### src/rtl/alu_ops_pkg.sv
// Shared ALU function codes, multiplier FSM encoding and an op-class helper.
// Latency: n/a (declarations only).
// Backpressure: n/a. Imported by the ALU control stage and by alu_hilo/mul_seq.
package alu_ops_pkg;

    // Function codes carried on ALUOperation
    localparam logic [5:0] F_add   = 6'd32;
    localparam logic [5:0] F_sub   = 6'd34;
    localparam logic [5:0] F_and   = 6'd36;
    localparam logic [5:0] F_or    = 6'd37;
    localparam logic [5:0] F_slt   = 6'd42;
    localparam logic [5:0] F_multu = 6'd25;
    localparam logic [5:0] F_mfhi  = 6'd16;
    localparam logic [5:0] F_mflo  = 6'd18;

    // Multiplier FSM states
    typedef enum logic {
        IDLE = 1'b0,
        BUSY = 1'b1
    } mul_state_e;

    // Ops that touch HI/LO and must wait for an in-flight multiply
    function automatic logic is_hilo_op(input logic [5:0] op);
        return (op == F_multu) || (op == F_mfhi) || (op == F_mflo);
    endfunction

endpackage

### src/rtl/alu_hilo_if.sv
// EX-stage ALU bus: operation/operands in, result/zero/stall/busy out.
// Latency: n/a (wires only).
// Backpressure: stall is the only hold signal; master keeps op/a/b stable while it is high.
// master: EX stage driver; slave: alu_hilo.
interface alu_hilo_if #(parameter int WIDTH = 32);
    logic             op_valid;
    logic [5:0]       ALUOperation;
    logic [WIDTH-1:0] a;
    logic [WIDTH-1:0] b;
    logic [WIDTH-1:0] result;
    logic             zero;
    logic             stall;
    logic             mul_busy;

    modport master (
        output op_valid, ALUOperation, a, b,
        input  result, zero, stall, mul_busy
    );

    modport slave (
        input  op_valid, ALUOperation, a, b,
        output result, zero, stall, mul_busy
    );
endinterface

### src/rtl/mul_seq.sv
// Iterative unsigned shift-add multiplier, one multiplier bit per cycle.
// Latency: WIDTH cycles in BUSY after the start edge; done marks the final BUSY cycle.
// Backpressure: start is ignored while busy; the caller holds off further requests.
// Ports: clk, rst_n, start, a (mcand), b (mplier) in; busy, done, hi, lo out.
// hi/lo carry the final product combinationally during the done cycle.
module mul_seq
    import alu_ops_pkg::*;
#(
    parameter int WIDTH = 32
) (
    input  logic             clk,
    input  logic             rst_n,
    input  logic             start,
    input  logic [WIDTH-1:0] a,
    input  logic [WIDTH-1:0] b,
    output logic             busy,
    output logic             done,
    output logic [WIDTH-1:0] hi,
    output logic [WIDTH-1:0] lo
);

    localparam int CW = (WIDTH > 1) ? $clog2(WIDTH) : 1;
    localparam logic [CW-1:0] LAST = CW'(WIDTH - 1);

    mul_state_e           state_q, state_d;
    logic [CW-1:0]        cnt_q, cnt_d;
    logic [WIDTH-1:0]     mcand_q, mcand_d;
    logic [WIDTH-1:0]     mplier_q, mplier_d;
    logic [2*WIDTH-1:0]   acc_q, acc_d;
    logic [2*WIDTH-1:0]   acc_step;
    logic [WIDTH:0]       upper_sum;

    // One iteration: conditional add into the upper half, keeping the carry,
    // then the {carry, acc} shift right by one.
    always_comb begin
        upper_sum = {1'b0, acc_q[2*WIDTH-1:WIDTH]}
                  + {1'b0, (mplier_q[0] ? mcand_q : {WIDTH{1'b0}})};
        acc_step  = {upper_sum, acc_q[WIDTH-1:1]};
    end

    always_comb begin
        state_d  = state_q;
        cnt_d    = cnt_q;
        mcand_d  = mcand_q;
        mplier_d = mplier_q;
        acc_d    = acc_q;
        case (state_q)
            IDLE: begin
                if (start) begin
                    mcand_d  = a;
                    mplier_d = b;
                    acc_d    = '0;
                    cnt_d    = '0;
                    state_d  = BUSY;
                end
            end
            BUSY: begin
                acc_d    = acc_step;
                mplier_d = mplier_q >> 1;
                cnt_d    = cnt_q + CW'(1);
                if (cnt_q == LAST) begin
                    state_d = IDLE;
                end
            end
            default: state_d = IDLE;
        endcase
    end

    always_ff @(posedge clk or negedge rst_n) begin
        if (!rst_n) begin
            state_q  <= IDLE;
            cnt_q    <= '0;
            mcand_q  <= '0;
            mplier_q <= '0;
            acc_q    <= '0;
        end else begin
            state_q  <= state_d;
            cnt_q    <= cnt_d;
            mcand_q  <= mcand_d;
            mplier_q <= mplier_d;
            acc_q    <= acc_d;
        end
    end

    assign busy = (state_q == BUSY);
    assign done = busy && (cnt_q == LAST);
    assign hi   = acc_step[2*WIDTH-1:WIDTH];
    assign lo   = acc_step[WIDTH-1:0];

endmodule

### src/rtl/alu_hilo.sv
// EX-stage ALU: combinational add/sub/and/or/slt, HI/LO registers fed by mul_seq.
// Latency: single-cycle ops combinational; multu result in HI/LO WIDTH+1 cycles after issue.
// Backpressure: stall raised while the multiplier is busy and multu/mfhi/mflo is presented.
// Ports: clk, rst_n, bus (alu_hilo_if.slave: op_valid, ALUOperation, a, b -> result, zero,
// stall, mul_busy).
module alu_hilo
    import alu_ops_pkg::*;
#(
    parameter int WIDTH = 32
) (
    input  logic       clk,
    input  logic       rst_n,
    alu_hilo_if.slave  bus
);

    logic [WIDTH-1:0] hi_q, hi_d;
    logic [WIDTH-1:0] lo_q, lo_d;
    logic [WIDTH-1:0] alu_res;
    logic [WIDTH-1:0] mul_hi, mul_lo;
    logic             mul_start, mul_done, mul_busy, stall;

    assign stall     = mul_busy & bus.op_valid & is_hilo_op(bus.ALUOperation);
    assign mul_start = ~mul_busy & bus.op_valid & (bus.ALUOperation == F_multu) & ~stall;

    mul_seq #(.WIDTH(WIDTH)) u_mul (
        .clk   (clk),
        .rst_n (rst_n),
        .start (mul_start),
        .a     (bus.a),
        .b     (bus.b),
        .busy  (mul_busy),
        .done  (mul_done),
        .hi    (mul_hi),
        .lo    (mul_lo)
    );

    // Stalled or bubble cycles present 0 so nothing downstream sees stale HI/LO.
    always_comb begin
        alu_res = '0;
        if (bus.op_valid && !stall) begin
            case (bus.ALUOperation)
                F_add:   alu_res = bus.a + bus.b;
                F_sub:   alu_res = bus.a - bus.b;
                F_and:   alu_res = bus.a & bus.b;
                F_or:    alu_res = bus.a | bus.b;
                F_slt:   alu_res = {{(WIDTH-1){1'b0}}, ($signed(bus.a) < $signed(bus.b))};
                F_mfhi:  alu_res = hi_q;
                F_mflo:  alu_res = lo_q;
                default: alu_res = '0;
            endcase
        end
    end

    // HI/LO load only on the final multiplier edge, so an abandoned multiply leaves them alone.
    always_comb begin
        hi_d = hi_q;
        lo_d = lo_q;
        if (mul_done) begin
            hi_d = mul_hi;
            lo_d = mul_lo;
        end
    end

    always_ff @(posedge clk or negedge rst_n) begin
        if (!rst_n) begin
            hi_q <= '0;
            lo_q <= '0;
        end else begin
            hi_q <= hi_d;
            lo_q <= lo_d;
        end
    end

    assign bus.result   = alu_res;
    assign bus.zero     = (alu_res == '0);
    assign bus.stall    = stall;
    assign bus.mul_busy = mul_busy;

endmodule

### src/flat_wrapper.sv
// flat-port wrapper written by rule: the top's interface ports become plain ports
module alu_hilo_flat import alu_ops_pkg::*;
#(
    parameter int WIDTH = 32
)
  (clk, rst_n, bus_op_valid, bus_ALUOperation, bus_a, bus_b, bus_result, bus_zero, bus_stall, bus_mul_busy);
  alu_hilo_if #(.WIDTH(WIDTH)) bus_i ();
  input  logic clk;
  input  logic rst_n;
  input wire logic [$bits(bus_i.op_valid)-1:0] bus_op_valid;
  input wire logic [$bits(bus_i.ALUOperation)-1:0] bus_ALUOperation;
  input wire logic [$bits(bus_i.a)-1:0] bus_a;
  input wire logic [$bits(bus_i.b)-1:0] bus_b;
  output wire logic [$bits(bus_i.result)-1:0] bus_result;
  output wire logic [$bits(bus_i.zero)-1:0] bus_zero;
  output wire logic [$bits(bus_i.stall)-1:0] bus_stall;
  output wire logic [$bits(bus_i.mul_busy)-1:0] bus_mul_busy;
  assign bus_i.op_valid = bus_op_valid;
  assign bus_i.ALUOperation = bus_ALUOperation;
  assign bus_i.a = bus_a;
  assign bus_i.b = bus_b;
  assign bus_result = bus_i.result;
  assign bus_zero = bus_i.zero;
  assign bus_stall = bus_i.stall;
  assign bus_mul_busy = bus_i.mul_busy;
  alu_hilo #(.WIDTH(WIDTH)) u_core (.clk(clk), .rst_n(rst_n), .bus(bus_i));
endmodule
### config.mk
export PLATFORM = sky130hd
export DESIGN_NAME = alu_hilo_flat
export DESIGN_NICKNAME = d
export VERILOG_FILES = /design/src/rtl/alu_ops_pkg.sv /design/src/rtl/alu_hilo_if.sv /design/src/rtl/mul_seq.sv /design/src/rtl/alu_hilo.sv /design/src/flat_wrapper.sv
export SDC_FILE = /design/constraint.sdc
export NUM_CORES = 1
export LEC_CHECK = 0
export ABC_CLOCK_PERIOD_IN_PS = 6700
export BUFFER_PORTS_ARGS = -buffer_cell sky130_fd_sc_hd__buf_2
export CAP_MARGIN = 10
export CORE_ASPECT_RATIO = 1.2
export CORE_MARGIN = 3
export CORE_UTILIZATION = 65
export CTS_CLUSTER_SIZE = 28
export DETAILED_ROUTE_END_ITERATION = 7
export PLACE_DENSITY = 0.85
export SLEW_MARGIN = 40
export SYNTH_ARGS = -nofsm -noshare
export SYNTH_HDL_FRONTEND = slang
export SYNTH_SLANG_ARGS = --single-unit
export TNS_END_PERCENT = 10
### constraint.sdc
create_clock -name clk -period 6.7 [get_ports clk]
set_input_delay 0.335 -clock clk [delete_from_list [all_inputs] [get_ports clk]]
set_output_delay 0.335 -clock clk [all_outputs]
set_load 0.02 [all_outputs]
**Word level (Yosys, flattened, before mapping)**

Cells that the tools add are included.

- Bits in registers: 198
- Bits in latches: 0
- Memory bits (writable): 0
- Memory bits (read-only): 0
- Input bits: 73
- Output and inout bits: 35
- Logic and storage cells: 50
- Memories kept: 0

- $add $sub $neg: 4
- $mul: 0
- Divide/modulo/power cells: 0
- Magnitude comparators: 1
- Equal/unequal tests: 10
- Shift-type cells: 0
- Mux-type cells: 12
- Bitwise operators: 9
- Reductions and logical operators: 7

Operator list:

| kind | count |
|---|---|
| one-hot mux 32 bit (7 select lines) | 1 |
| one-hot mux 64 bit (2 select lines) | 1 |
| two-way mux 32 bit | 3 |
| two-way mux 64 bit | 1 |
| one-hot mux 32 bit (2 select lines) | 1 |
| adder 32 x 32 -> 33 bit | 1 |
| adder 32 bit | 1 |
| bitwise AND 32 bit | 1 |
| logical NOT 32 bit | 1 |
| less-than comparator 32 bit | 1 |
| OR 32 bit | 1 |
| subtractor 32 bit | 1 |
| == test 6 bit (second input constant) | 5 |
| == test 6 x 5 -> 1 bit (second input constant) | 3 |
| one-hot mux 5 bit (2 select lines) | 1 |
| adder 5 x 1 -> 5 bit (second input constant) | 1 |
| bitwise AND 1 bit | 5 |
| == test 5 bit (second input constant) | 1 |
| two-way mux 5 bit | 1 |
| logical AND 1 bit | 2 |
| logical OR 1 bit | 2 |
| two-way mux 1 bit | 2 |
| inequality test 2 x 1 -> 1 bit (second input constant) | 1 |
| inverter 1 bit | 2 |
| other kinds (3) | 3 |

**Depth between registers and ports, before layout**

Gate-level depths: netlist of the first run.

- Word-level depth: 8
- Gate-level depth with buffers: 16
- Gate-level depth less buffers: 15

**Cells and area by module**

From an unflattened synthesis of the first run, not the netlist that was laid out.

- Cells, all modules: 1854
- Area, all modules: 16348.2 sq um

By module, submodules not included:

| module | times used | cells an instance | area each (sq um) | sequential area each (sq um) |
|---|---|---|---|---|
| alu_hilo | 1 | 1068 | 8650.8 | 1601.5 |
| mul_seq | 1 | 786 | 7697.4 | 3328.2 |

**Worst setup path before layout of the first run**

No wires, ideal clock.

- Path type: input to output
- Start point: input port bus_b[10]
- End point: output port bus_zero
- Arrival: 3734 ps
- Setup slack: 2631 ps
- Cell stages on the path: 13
- Path buffers: 1
- Cells stage by stage: inv_1 -> ha_1 -> buf_6 -> or3_4 -> or4_4 -> o21a_1 -> mux2i_1 -> a31oi_1 -> nor4_1 -> or4b_1 -> nor4_2 -> nand4b_1 -> nor4_2

- Longest elaborated chain between the ends: 4
- Elaborated cells between the ends (all ways): 8
- Those cells by class: 2 x add/sub; 1 x order compare; 2 x mux; 2 x bitwise; 1 x reduce/logical

RTL lines:

| what | line | text |
|---|---|---|
| from (decl) | flat_wrapper.sv:13 | `input wire logic [$bits(bus_i.b)-1:0] bus_b;` |
| subtractor 32 bit or adder 32 bit (tied branches) | alu_hilo.sv:43, alu_hilo.sv:42 |  |
| one-hot mux 32 bit (7 select lines) * | alu_hilo.sv:41 | `case (bus.ALUOperation)` |
| two-way mux 32 bit * | alu_hilo.sv:40 | `if (bus.op_valid && !stall) begin` |
| net bus_result[14] | flat_wrapper.sv:14 | `output wire logic [$bits(bus_i.result)-1:0] bus_result;` |
| logical NOT 32 bit * | alu_hilo.sv:75 | `assign bus.zero = (alu_res == '0);` |
| to (decl) | flat_wrapper.sv:15 | `output wire logic [$bits(bus_i.zero)-1:0] bus_zero;` |

Mark *: on every way through the listed nets, which the timed path passes. The rest lies on a longest branch.

**Final worst setup path of the first run**

- Start point: input port bus_b[16]
- End point: output port bus_zero

- Longest elaborated chain between the ends: 4
- Elaborated cells between the ends (all ways): 8
- Those cells by class: 2 x add/sub; 1 x order compare; 2 x mux; 2 x bitwise; 1 x reduce/logical

RTL lines:

| what | line | text |
|---|---|---|
| subtractor 32 bit (tied with other cells) | alu_hilo.sv:43 | `F_sub: alu_res = bus.a - bus.b;` |
| one-hot mux 32 bit (7 select lines) * | alu_hilo.sv:41 |  |
| two-way mux 32 bit * | alu_hilo.sv:40 |  |
| logical NOT 32 bit * | alu_hilo.sv:75 |  |

Every way passes the cells marked *; elsewhere a longest branch is shown, timed or not.

==> impl_metrics.toml, run 1 <==
[clock_network]
h-tree-depth = 4
ctsResizeCount = 0
clkTransAtPathRegs_ns = 0.10
cts_tree = "yes"
root_buffer = "clkbuf_16"
clockBufferDepth = 2
clock-sinks = 197
cts_buffers = 17
clk_latency_ns = 0.45

[synth]
synthFlopType = "dfrtp_1"
synth_nets = 1977
synth-async-reset-ratio = 1.000
synth_cells = 1764
synth_top_area_frac = 0.3256
ys_ff_latch = 197
synth.avg_cell_area_um2 = 8.583
synth_edf_count = 0
yosysTopAreaCell = "dfrtp_1"
yosysSeqAreaShare = 0.3256
synth_area_leaders = "dfrtp_1 (33%), ha_1 (11%), mux2_2 (6.9%), o21ai_0 (5.7%), a21oi_1 (4.7%)"
ys_warn_count = 0
syn_area_um2 = 15140
synth_cell_types = 88

[floorplan]
start_util = 0.6678
dieArea_um2 = 25170
io-pin-count = 108
core_um2 = 22670
die_h_um = 173.2
rows = 60
die_x_um = 145.3

[worst_setup_path]
rr_worst_depth = 15
rrSetupSlack_ns = 2.23
crit_fanout = 13
reg2reg_to = "u_core.hi_q[27]"
critPathCaptureType = "output port"
setup.worst_path.end = "bus_zero"
required_ns = 6.36
reg2reg_from = "u_core.u_mul.mplier_q[0]"
worstPathArrival_ns = 4.61
startpoint = "bus_b[16]"
crit_type = "input pin to output port"
startpoint_type = "input pin"

[flow_run]
drv_cap = 0

[power_and_ir_drop]
power_density_nw_per_um2 = 256.6
ir_drop_mv = 0.2242
p_leak_nw = 8.033

[timing]
post-route-period-util = 0.7385
relSlewSlack = 0.4097
rsz0062_at_grt = "no"
whs_ns = 0.1611
setup_slack_ns = 1.752
fin_tns_setup_ns = 0
fmax_mhz = 202.1
period_needed_ns = 4.948
setup_viol = 0
skew_ns = 0.02302
hold_viol = 0
final_max_slew_viol_count = 0
worst_slew_pin_slew_ns = 0.8855

[placed_design]
place_ws_ns = 1.947
io_buffers = 107
place_hpwl_um = 37180
place.gp.congestion = 1.051

[drt]
via_per_inst = 6.832
vias = 14524
dr.pass1.iters = 6
wirelength_um = 51420
drtIter0Drc = 1680
wl_per_cell_um = 24.18
drc = 0
detail-route-antenna-nets = 0

[cells_and_area]
area_growth_pct = 8.817
drive_gt1_frac = 0.1569
final_nets = 2017
final_common_cell = "dfrtp_1"
antenna_cells = 0
final_cell_mix = "dfrtp_1 (196), nand2_1 (178), o21ai_0 (172), a21oi_1 (143), ha_1 (137)"
final_core_util = 0.7267

[global_routing]
grt_pass1_vias = 14091
gr-total-overflow = 0
grt_pass1_wl_um = 79470
grt_usage = 0.3983
grt_max_degree = 97
antenna_found_initial = 4

[status]
status = "finished, final reports clean"

[hold_path]
hold_class = "input pin to flop"
Yosys cell counts (5+ instances only):
master and n:
nor3b_1 8, nor2_1 123, nand3_1 25, a31oi_1 17
xor2_1 14, dfrtp_1 197, o211ai_1 15, o31a_1 8
nor2b_1 12, a21o_1 32, o31ai_1 11, a22o_1 11
o21ai_0 172, nor3_1 25, a211oi_1 15, and2_1 41
xnor2_1 38, nand2_1 179, a22oi_1 12, a21oi_1 143
ha_1 137, inv_1 109, o21bai_1 14, or4_1 11
o21a_1 9, nor4_1 7, and3_1 12, a222oi_1 18
a221oi_1 8, or2_2 6, clkbuf_1 80, nand2b_1 17
or3_1 8, buf_1 9, mux2_2 93, a211o_1 6
buf_2 5, buf_4 6, mux2i_1 6, nand4_1 10
sequential cells by signal, summed over array words and instances (netlist names):
register	cells
u_core.hi_q	32
u_core.lo_q	32
u_core.u_mul.cnt_q	5
u_core.u_mul.mcand_q	32
u_core.u_mul.mplier_q	32
u_core.u_mul.busy	1
u_core.u_mul.acc_q	63
layer usage:
layer | up-vias | track usage | routed length (um)
li1 | 6391 | - | -
met1 | 7056 | 0.5245 | 20280
met4 | 2 | 0.1853 | 2464
met5 | - | 0 | 13
met2 | 886 | 0.6313 | 23360
met3 | 189 | 0.08650 | 5301
per-stage QoR:
step / std cells / instance area, um2 / power (mW)
after floorplan: 1764 / 15140 / 2.662
final: 2126 / 16480 / 4.228
after CTS: 2126 / 16470 / 4.189
after global placement: 2092 / 15800 / 3.025
after detailed placement: 2094 / 15860 / 3.096
after global routing: 2126 / 16480 / 4.437
critical path: stages:
cell and delay, ns:
buf_2 0.09, inv_1 0.06, ha_1 0.47, or4_1 0.67
or4_1 0.45, nor3_1 0.24, o21ai_0 0.19, a211o_1 0.32
a211oi_1 0.54, a31oi_1 0.28, nor4_2 0.32, nand4b_1 0.21
nor4_2 0.25, buf_2 0.20
worst min-delay path by stage:
stage	start	endpoint	slack (ns)	cells after the start
after floorplan	rst_n	u_core.hi_q[0]	0.04	0
after global placement	rst_n	u_core.u_mul.mplier_q[10]	0.46	1
after detailed placement	rst_n	u_core.u_mul.mplier_q[9]	0.47	1
after CTS	bus_a[11]	u_core.u_mul.mcand_q[11]	0.15	2
after global routing	bus_a[11]	u_core.u_mul.mcand_q[11]	0.17	2
final	bus_a[11]	u_core.u_mul.mcand_q[11]	0.16	2
layout make-up:
class                   instances  area (um2)
clock inverters                14       180.2
flip-flops and latches        197        4933
multi-input cells            1353        9422
inverters                     110       412.9
well taps                     310       387.9
clock buffers                  17       425.4
fillers                      1749        6196
repair buffers                125       714.4
where the power goes:
part	internal, mW	switching (mW)
combinational	0.520	0.793
clock	0.509	0.583
sequential	1.54	0.285
total	2.57	1.66
repair_timing:
| action | CTS | global route |
|---|---|---|
| endpoints found under the hold margin | 9 | 0 |
| setup buffers | 0 | 0 |
| hold buffers | 1 | 0 |
kinds of logic (layout without fill, tap and decap cells):
logic type	after synthesis	in the layout	share of synthesized area
flip-flops	197	197	0.3256
buffers and inverters	214	266	0.05694
AND/OR/NAND/NOR	505	505	0.1607
adder cells (fa/ha/maj)	140	140	0.1172
multiplexers	99	99	0.07313
AO/OA/AOI/OAI	557	557	0.2363
XOR/XNOR	52	52	0.03008
No activity file was read; power rests on OpenSTA's default activity.
==> run 2: changes to the inputs <==
--- a/config.mk
+++ b/config.mk
@@ -5,15 +5,16 @@
 export SDC_FILE = /design/constraint.sdc
 export NUM_CORES = 1
 export LEC_CHECK = 0
-export ABC_CLOCK_PERIOD_IN_PS = 6700
+export ABC_AREA = 1
+export ABC_CLOCK_PERIOD_IN_PS = 5100
 export BUFFER_PORTS_ARGS = -buffer_cell sky130_fd_sc_hd__buf_2
 export CAP_MARGIN = 10
 export CORE_ASPECT_RATIO = 1.2
 export CORE_MARGIN = 3
-export CORE_UTILIZATION = 65
+export CORE_UTILIZATION = 63
 export CTS_CLUSTER_SIZE = 28
 export DETAILED_ROUTE_END_ITERATION = 7
-export PLACE_DENSITY = 0.85
+export PLACE_DENSITY = 0.82
 export SLEW_MARGIN = 40
 export SYNTH_ARGS = -nofsm -noshare
 export SYNTH_HDL_FRONTEND = slang
==> constraint.sdc (replaced) <==
create_clock -name clk -period 5.1 [get_ports clk]
set_input_delay 0.255 -clock clk [delete_from_list [all_inputs] [get_ports clk]]
set_output_delay 0.255 -clock clk [all_outputs]
set_load 0.02 [all_outputs]
==> run 2 against run 1 <==
Compared with the run above:
- design area increased by 7.5%
- area after synthesis increased by 8.4%
- setup slack got worse by 0.18 ns
- die area increased by 11%
- synthesized cell count increased by 41%
- critical path type is now flop to output port
- sequential power increased by 16%
- sequential cell count unchanged
- clock skew decreased by 0.0059 ns
- sequential share of layout area decreased by 2.1 points
- power increased by 25%
==> impl_metrics.toml, run 2 <==
[floorplan]
core_um2 = 25540
rows = 64
dieArea_um2 = 28020
die_h_um = 182.8
die_x_um = 153.3
io-pin-count = 108
start_util = 0.6422

[synth]
synth_common_cells = "nand2_1 (746), inv_1 (411), nand3_1 (198)"
yosysSeqAreaShare = 0.3005
synth.avg_cell_area_um2 = 6.605
synth_edf_count = 0
synth_cells = 2484
synth_area_leaders = "dfrtp_1 (30%), nand2_1 (17%), ha_1 (10%), inv_1 (9.4%), nand3_1 (6.0%)"
yosysTopAreaCell = "dfrtp_1"
synth_nets = 2697
yosysMostFrequentCell = "nand2_1"
synthFlopType = "dfrtp_1"
synth_cell_types = 52
synth-async-reset-ratio = 1.000
syn_area_um2 = 16410
synth_top_area_frac = 0.3005
ys_ff_latch = 197
ys_warn_count = 0

[global_routing]
antenna_found_initial = 3
grt_usage = 0.4220
gr-total-overflow = 0
grt_max_degree = 112
grt_pass1_wl_um = 93270
grt_pass1_vias = 17155

[drt]
wirelength_um = 60450
via_per_inst = 6.175
drtIter0Drc = 2508
vias = 17797
detail-route-antenna-nets = 0
drc = 0
wl_per_cell_um = 20.98
dr.pass1.iters = 7

[timing]
skew_ns = 0.01713
hold_viol = 0
worst_slew_pin_slew_ns = 0.8012
post-route-period-util = 0.6921
rsz0062_at_grt = "no"
fmax_mhz = 283.3
whs_ns = 0.1492
setup_viol = 0
period_needed_ns = 3.530
final_max_slew_viol_count = 0
setup_slack_ns = 1.570
relSlewSlack = 0.4659
fin_tns_setup_ns = 0

[worst_setup_path]
slowest_stage = "nor3b_1"
cp_cell_sequence = "inv_2 -> buf_4 -> nor2_1 -> nor3b_1 -> buf_2"
required_ns = 4.85
cpPeakStageDelay_ns = 0.73
worstPathArrival_ns = 3.27
startpoint_type = "flop"
crit_type = "flop to output port"
crit_fanout = 63
critPathCaptureType = "output port"

[placed_design]
place_hpwl_um = 45070
place_ws_ns = 1.766
place.gp.congestion = 1.060
io_buffers = 107

[cells_and_area]
final_cell_mix = "nand2_1 (744), inv_1 (410), nand3_1 (198), dfrtp_1 (196), o21ai_0 (179)"
fill_cells = 2099
final_nets = 2750
drive_gt1_frac = 0.09216
area_growth_pct = 7.977
largest_register_ffs = 63
largest_register = "u_core.u_mul.acc_q"
final_common_cell = "nand2_1"

[clock_network]
clock-sinks = 197
root_buffer = "clkbuf_16"
h-tree-depth = 4
clockBufferDepth = 2
clkTransAtPathRegs_ns = 0.08
cts_buffers = 17
cts_tree = "yes"
cts_setup_buffers = 0
clk_latency_ns = 0.45

[power_and_ir_drop]
swShare = 0.4103
p_leak_nw = 9.909
power_density_nw_per_um2 = 297.3
cellInternalPower_mw = 3.106
p_clk_frac = 0.264
ir_drop_mv = 0.3877
p_comb_frac = 0.335
pwr-share-seq = 0.400
p_switching_mw = 2.161

[hold_path]
hold_class = "input pin to flop"

[status]
status = "finished, final reports clean"

[flow_run]
drv_cap = 0
## run 2: changes by cell type in the layout (fill, tap and decap cells not counted), moves of 35 or more
cell,change
nand2_1,+566
inv_1,+301
nand3_1,+174
mux2_2,-93
a21oi_1,-61
and2_1,-39
nor2_1,+39
o22ai_1,+35
## run 2: cell families (layout without fill, tap and decap cells)
kind of cell    Yosys count  count (layout)  share of synthesized area
other cells               0               2                          0
xor+xnor                 22              22                    0.01175
flops                   197             197                     0.3005
compound gates          394             394                     0.1415
fa+ha+maj               140             140                     0.1081
buf+inv                 516             582                     0.1252
simple gates           1215            1215                     0.3130
## run 2: stage by stage
stage | cells | total power, mW | util | instance area (um2)
after global routing | 2882 | 5.509 | 0.6935 | 17710
after floorplan | 2484 | 3.236 | - | 16410
after global placement | 2846 | 3.685 | 0.6671 | 17040
after detailed placement | 2847 | 3.760 | 0.6683 | 17070
final | 2882 | 5.267 | 0.6935 | 17710
after CTS | 2880 | 5.185 | 0.6930 | 17700
## run 2: power groups by stage
stage | clock network, mW | registers [mW] | logic, mW
4_1_cts | 1.39 | 2.09 | 1.71
6_report | 1.39 | 2.11 | 1.77
2_1_floorplan | 0 | 2.01 | 1.22
3_3_place_gp | 0 | 2.08 | 1.60
3_5_place_dp | 0 | 2.10 | 1.66
5_1_grt | 1.45 | 2.13 | 1.93
## run 2: timing repair
| item | in CTS | in global routing |
|---|---|---|
| hold buffers | 1 | 0 |
| hold endpoints to repair | 87 | 0 |
| gates resized for setup | 0 | 0 |
## run 2: worst max-delay path, delay by kind of cell (launching register included)
family | cells | cell delay [ns]
and+or+nand+nor | 2 | 1.10
buffers and inverters | 3 | 1.07
DFF | 1 | 0.65
## run 2: final timing paths
| kind | slack (ns) | from | to | cells after the start |
|---|---|---|---|---|
| min in group asynchronous | 0.43 | rst_n | u_core.u_mul.mplier_q[26] | 2 |
| min reg2reg | 0.50 | u_core.lo_q[20] | u_core.lo_q[20] | 2 |
| min | 0.15 | bus_a[20] | u_core.u_mul.mcand_q[20] | 3 |
| max in group asynchronous | 3.48 | rst_n | u_core.u_mul.mplier_q[0] | 3 |
| max | 1.57 | u_core.u_mul.busy | bus_result[31] | 5 |
| max reg2reg | 1.73 | u_core.u_mul.mplier_q[0] | u_core.hi_q[19] | 15 |
## run 2: cell type report
cell class,instances,area [um2],area share
flip-flops and latches,197,4931,0.2784
well taps,330,412.9,0.02331
multi-input cells,1771,9449,0.5334
diodes,2,5.005,0.0002825
clock buffers,17,425.4,0.02401
clock inverters,15,196.4,0.01109
inverters,426,1602,0.09041
repair buffers,124,693.2,0.03913
## run 2: layer usage
metal | track usage | wire [um]
met5 | 0 | 0
met1 | 0.5620 | 23210
met3 | 0.09087 | 7133
met2 | 0.6573 | 26680
met4 | 0.2096 | 3432
